`src/rtl/cubic_pkg.sv`:
```
// Shared constants for the cubic datapath and its smoothing stage.
// Q-format widths and the default moving-average window size.
package cubic_pkg;

    localparam int Q_IN_FRAC    = 7;
    localparam int Q_OUT_FRAC   = 6;
    localparam int OUT_W        = 10;
    localparam int MOVAVG_LOG2N = 3;

endpackage

```
`src/rtl/cubic_movavg_ring.sv`:
```
// Circular sample store for the moving average.
// Presents the sample about to be overwritten so the sum can retire it.
module cubic_movavg_ring
    import cubic_pkg::*;
#(
    parameter int W     = OUT_W,
    parameter int LOG2N = MOVAVG_LOG2N
) (
    input  logic         clk,
    input  logic         flush,
    input  logic         wr_en,
    input  logic [W-1:0] wr_data,
    output logic [W-1:0] old_data
);

    localparam int N = 1 << LOG2N;

    logic [W-1:0]     mem [N];
    logic [LOG2N-1:0] wp;

    assign old_data = mem[wp];

    // N is a power of two, so the pointer wraps on its own.
    always_ff @(posedge clk) begin
        if (flush) begin
            wp <= '0;
            for (int i = 0; i < N; i++) begin
                mem[i] <= '0;
            end
        end else if (wr_en) begin
            mem[wp] <= wr_data;
            wp      <= wp + 1'b1;
        end
    end

endmodule

```
`src/rtl/cubic_movavg.sv`:
```
// Moving average over the last 2**LOG2N signed Q4.6 samples.
// Registered output, one pulse per accepted sample, floor rounding.
module cubic_movavg
    import cubic_pkg::*;
#(
    parameter int W     = OUT_W,
    parameter int LOG2N = MOVAVG_LOG2N
) (
    input  logic         clk,
    input  logic         reset,
    input  logic         clear,
    input  logic         in_valid,
    input  logic [W-1:0] in_data,
    output logic         out_valid,
    output logic [W-1:0] out_data,
    output logic         out_full
);

    localparam int SW = W + LOG2N;
    localparam int N  = 1 << LOG2N;
    localparam logic [LOG2N:0] CNT_MAX = (LOG2N + 1)'(N);

    logic                 flush;
    logic                 accept;
    logic [W-1:0]         old_data;
    logic signed [SW-1:0] sum;
    logic signed [SW-1:0] sum_next;
    logic signed [SW-1:0] in_ext;
    logic signed [SW-1:0] old_ext;
    logic [LOG2N:0]       count;
    logic [LOG2N:0]       count_next;

    assign flush  = reset | clear;
    assign accept = in_valid & ~flush;

    assign in_ext  = {{LOG2N{in_data[W-1]}}, in_data};
    assign old_ext = {{LOG2N{old_data[W-1]}}, old_data};

    // Empty slots hold zero, so retiring them is harmless during fill.
    assign sum_next   = sum + in_ext - old_ext;
    assign count_next = (count == CNT_MAX) ? count : count + 1'b1;

    cubic_movavg_ring #(
        .W     (W),
        .LOG2N (LOG2N)
    ) u_ring (
        .clk      (clk),
        .flush    (flush),
        .wr_en    (accept),
        .wr_data  (in_data),
        .old_data (old_data)
    );

    // Upper W bits of the sum are the floor of sum / N.
    always_ff @(posedge clk) begin
        if (flush) begin
            sum       <= '0;
            count     <= '0;
            out_valid <= 1'b0;
            out_data  <= '0;
            out_full  <= 1'b0;
        end else if (accept) begin
            sum       <= sum_next;
            count     <= count_next;
            out_valid <= 1'b1;
            out_data  <= sum_next[SW-1:LOG2N];
            out_full  <= (count_next == CNT_MAX);
        end else begin
            out_valid <= 1'b0;
        end
    end

endmodule

```
`config.mk`:
```
export PLATFORM = sky130hd
export DESIGN_NAME = cubic_movavg
export DESIGN_NICKNAME = d
export VERILOG_FILES = /design/src/rtl/cubic_pkg.sv /design/src/rtl/cubic_movavg_ring.sv /design/src/rtl/cubic_movavg.sv
export SDC_FILE = /design/constraint.sdc
export NUM_CORES = 1
export LEC_CHECK = 0
export CAP_MARGIN = 20
export CORE_ASPECT_RATIO = 1.2
export CORE_MARGIN = 5
export CORE_UTILIZATION = 55
export CTS_CLUSTER_SIZE = 24
export DETAILED_ROUTE_END_ITERATION = 16
export PLACE_DENSITY = 0.77
export SKIP_CTS_REPAIR_TIMING = 1
export SLEW_MARGIN = 15
export SYNTH_ARGS = -nofsm -noshare
export SYNTH_HDL_FRONTEND = slang
export SYNTH_SLANG_ARGS = --single-unit
```
`constraint.sdc`:
```
create_clock -name clk -period 3.8 [get_ports clk]
set_input_delay 1.14 -clock clk [delete_from_list [all_inputs] [get_ports clk]]
set_output_delay 1.14 -clock clk [all_outputs]
set_load 0.01 [all_outputs]
```
After elaboration in Yosys (flattened, before gate mapping)
Memory sizes are Yosys's and may differ from the RTL's. A register that Yosys moved wholly into a read port is not among the register bits.
Cells that the tools add are included.
- memories kept: 1
- logic and storage cells: 28
- input bits: 14
- RAM bits: 80
- output and inout bits: 12
- bits in registers: 32
- reductions and logical operators: 1
- bitwise logic cells: 3
- mux-type cells: 11
- add/subtract/negate cells: 4
- equal/unequal tests: 2
- memories (name ; words ; width ; rd ports ; clocked after Yosys merged registers in ; write ports ; RTL line ; RTL):
    u_ring.mem ; 8 ; 10 ; 1 ; 1 ; 8 ; cubic_movavg_ring.sv:18 ; logic [W-1:0] mem [N];
- operators with widths (cell ; number):
    $add 13x10->13 ; 1
    $sub 13x10->13 ; 1
    $mux 10 ; 1
    $reduce_or 10->1 ; 1
    $mux 3 ; 3
    $eq 4x4->1 const B ; 2
    $mux 1 ; 6
    $add 4x1->4 const B ; 1
    $mux 4 ; 1
    $add 3x1->3 const B ; 1
    $and 1x1->1 ; 1
    $not 1->1 ; 1
    $or 1x1->1 ; 1

Longest topological paths before layout
- word-level depth: 8
- gate-level depth with buffers: 14
- mapped depth without buffers: 13

Modules after synthesis
Synthesis repeated with hierarchy kept, for this count alone.
- cells, all modules: 480
- area total of the unflattened synthesis: 5675.4 um2
- by module, submodules not included (module ; seq. area each (um2) ; cells each ; instances ; area each (um2)):
    cubic_movavg_ring ; 2522.4 ; 252 ; 1 ; 3871.2
    cubic_movavg ; 380.4 ; 228 ; 1 ; 1804.2

Least setup slack after synthesis
No wires, ideal clock.
- path kind: input-to-reg
- start: in in_data[2]
- end: reg out_data[9]
- arrival time: 3.537 ns
- buffers on the path: 0
- data required time: 3.730 ns
- stages on the path: 10
- setup time: 0.070 ns
- setup slack: 0.193 ns
- path through: clkinv_1 -> fa_1 -> inv_1 -> ha_1 -> nor2b_1 -> o31a_1 -> o31a_1 -> a31o_1 -> or3_1 -> a21oi_1
- longest elaborated chain between the ends: 2
- ends and longest elaborated chain (item ; RTL line ; RTL):
    from (decl) ; cubic_movavg.sv:13 ; input logic [W-1:0] in_data,
    $add 13x10->13 ; cubic_movavg.sv:40 ; assign sum_next = sum + in_ext - old_ext;
    $sub 13x10->13 ; cubic_movavg.sv:40 ;
    to (signal assigned) ; cubic_movavg.sv:66 ; out_data <= sum_next[SW-1:LOG2N];
    to (decl) ; cubic_movavg.sv:15 ; output logic [W-1:0] out_data,
Every way passes these cells.
A chain may end at the register's enable or synchronous reset.

Worst setup path after layout
Ends and elaborated chain as after synthesis.

==> reports/qor.yml <==
outcome: "complete, no violations"
num_rows: 40
hpwl_um: 8810
vias_per_cell: 5.96
synth_seq_area_share: 0.525
ant_nets: 0
root_buffer: "clkbuf_16"
gp_congestion: 0.864
worstSkewPairLatency_ps: 350
grt_pass1_vias: 4014
pin_count: 26
finalNonFillerCells: 647
synth_top_area_frac: 0.434
synth_edf_count: 80
final_common_cell: "edfxtp_1"
synth_nets: 511
coreArea_um2: 9910
globalRouteOverflowTotal: 0
netlist_top_cells_area: "edfxtp_1 (43%), dfxtp_1 (9.0%), mux4_2 (8.1%)"
grt_setup_unrepaired: "no"
wl_per_cell_um: 19.1
cp-start-kind: "primary input"
clk_pin_slew_worst_paths_ps: 70
period_share: 0.967
clk_path_buf_depth: 2
final_cell_mix: "edfxtp_1 (80), nor3_1 (63), buf_4 (52)"
drcViolationCount: 0
async_reset_ff_frac: 0
io_buffers: 25
clock-sinks: 105
start_util: 0.558
total_power_mw: 2.90
tightest_slew_ps: 1000
dp.cells: 630
ys_types: 43
syn-mean-instance-area_um2: 11.8
fmax_mhz: 272
top_layer_used: "met4"
powerDensity_nw_per_um2: 449
fin_crit_ps: 3680
diodes: 0
hold_viol_final: 0
critPathArrivalTime_ps: 3960
nets: 559
synthesis.area_um2: 5530
cts-buffers-inserted: 9
met1Wirelength_um: 4680
synth_warnings: 0
crit_fanout: 4
synthCells: 468
die_area_um2: 12200
hold_start: "sum[1]$_SDFFE_PP0P_"
syn2layout_area_growth_pct: 16.9
cap_violations: 0
synth_area_leader_cell: "edfxtp_1"
dr.pass1.iters: 5
via_count: 3859
antenna_found_initial: 0
hp-class: "flop to flop"
slew_violations: 0
drive_above_1_share: 0.203
htree_num_levels: 3
synth-seq-cells: 105
setup_viol: 0
grt_pass1_wl_um: 20200
grt_use_total: 0.217
grt_max_degree: 29
wl_met3_um: 687
cts_tree: "done"
drt-total-wl_um: 12400
crit_start: "in_data[2]"
max-vdd-ir-drop_mv: 0.213
drt_iter0_drc: 358
die_y_um: 120
required_ps: 4080
p_leak_nw: 2.46
end_kind: "flop"
crit_type: "primary input to flop"
yosys_most_used_dff: "edfxtp_1"
dieWidth_um: 102
skew_ps: 6.20
relSlewSlack: 0.331
wl_met2_um: 6580
[logic make-up (layout without fill, tap and decap cells)]
logic type / after synthesis / after routing / synth area share
and+or+nand+nor: 134 / 134 / 0.122
DFF: 105 / 105 / 0.525
buffers and inverters: 94 / 147 / 0.0713
AOI/OAI and AO/OA: 54 / 54 / 0.0606
muxes: 40 / 40 / 0.120
adders and majority gates: 29 / 29 / 0.0819
xor gates and xnor gates: 12 / 12 / 0.0190
[synthesized netlist by cell type, types with 3 or more instances]
cell type and instances:
nor2_1 21, nand2b_1 3, xor2_1 7, a211oi_1 3, buf_1 4, mux4_2 20, o31ai_1 3, a21oi_1 18
a21o_1 3, clkbuf_1 25, nor3_1 63, nand2_1 12, clkinv_1 10, buf_4 10, ha_1 17, nor4_1 21
nand3_1 4, xnor2_1 5, dfxtp_1 25, mux2i_1 10, buf_2 3, edfxtp_1 80, inv_1 42, mux2_2 10
o21ai_0 12, o21a_1 4, fa_1 12
[power by group]
| group | internal [mW] | total [mW] | switching (mW) |
|---|---|---|---|
| registers | 1.29 | 1.32 | 0.0301 |
| logic | 0.349 | 0.708 | 0.358 |
| clock network | 0.450 | 0.876 | 0.426 |
[worst paths after layout]
kind	to	slack, ps	depth (start not counted)
max	out_data[9]$_SDFFE_PP0P_	120	11
min	sum[1]$_SDFFE_PP0P_	510	2
max reg2reg	out_data[9]$_SDFFE_PP0P_	140	12
min reg2reg	sum[1]$_SDFFE_PP0P_	510	2
[worst max-delay path: stages]
cell             delay (ps)
clkdlybuf4s50_1         480
inv_2                    70
fa_1                    530
inv_1                    40
ha_1                    290
nor2b_1                 150
o31a_1                  280
o31a_1                  320
a31o_1                  250
or3_1                   300
a21oi_1                 120
[routing by layer]
metal	GRT usage	vias up
met4	0.0831	0
met5	0	-
li1	-	1804
met2	0.381	136
met1	0.261	1892
met3	0.0378	27
[state kept, by name (all words and copies together), names as in the netlist, named ones only]
signal,flops
u_ring.wp,3
out_data,10
u_ring.mem,80
count,4
sum,3
out_full,1
out_valid,1
[area by class of cell]
type	instances	area (um^2)
repair buffers	79	686
fillers	738	3440
multi-input cells	269	2240
clock buffers	9	225
flip-flops and latches	105	2910
well taps	126	158
inverters	52	195
clock inverters	7	53.8
[stage by stage]
step | hold slack, ps | area [um^2] | TNS [ps] | setup WS, ps | utilization
3_3_place_gp | 470 | 6150 | -1010 | -301 | 0.621
4_1_cts | 510 | 6430 | -0.490 | -0.490 | 0.649
5_1_grt | 541 | 6460 | 0 | 5.78 | 0.652
2_1_floorplan | 460 | 5530 | 0 | 193 | -
6_report | 511 | 6460 | 0 | 125 | 0.652
3_5_place_dp | 497 | 6150 | -1170 | -351 | 0.621
Note: power is estimated with default switching activity, not from simulation.
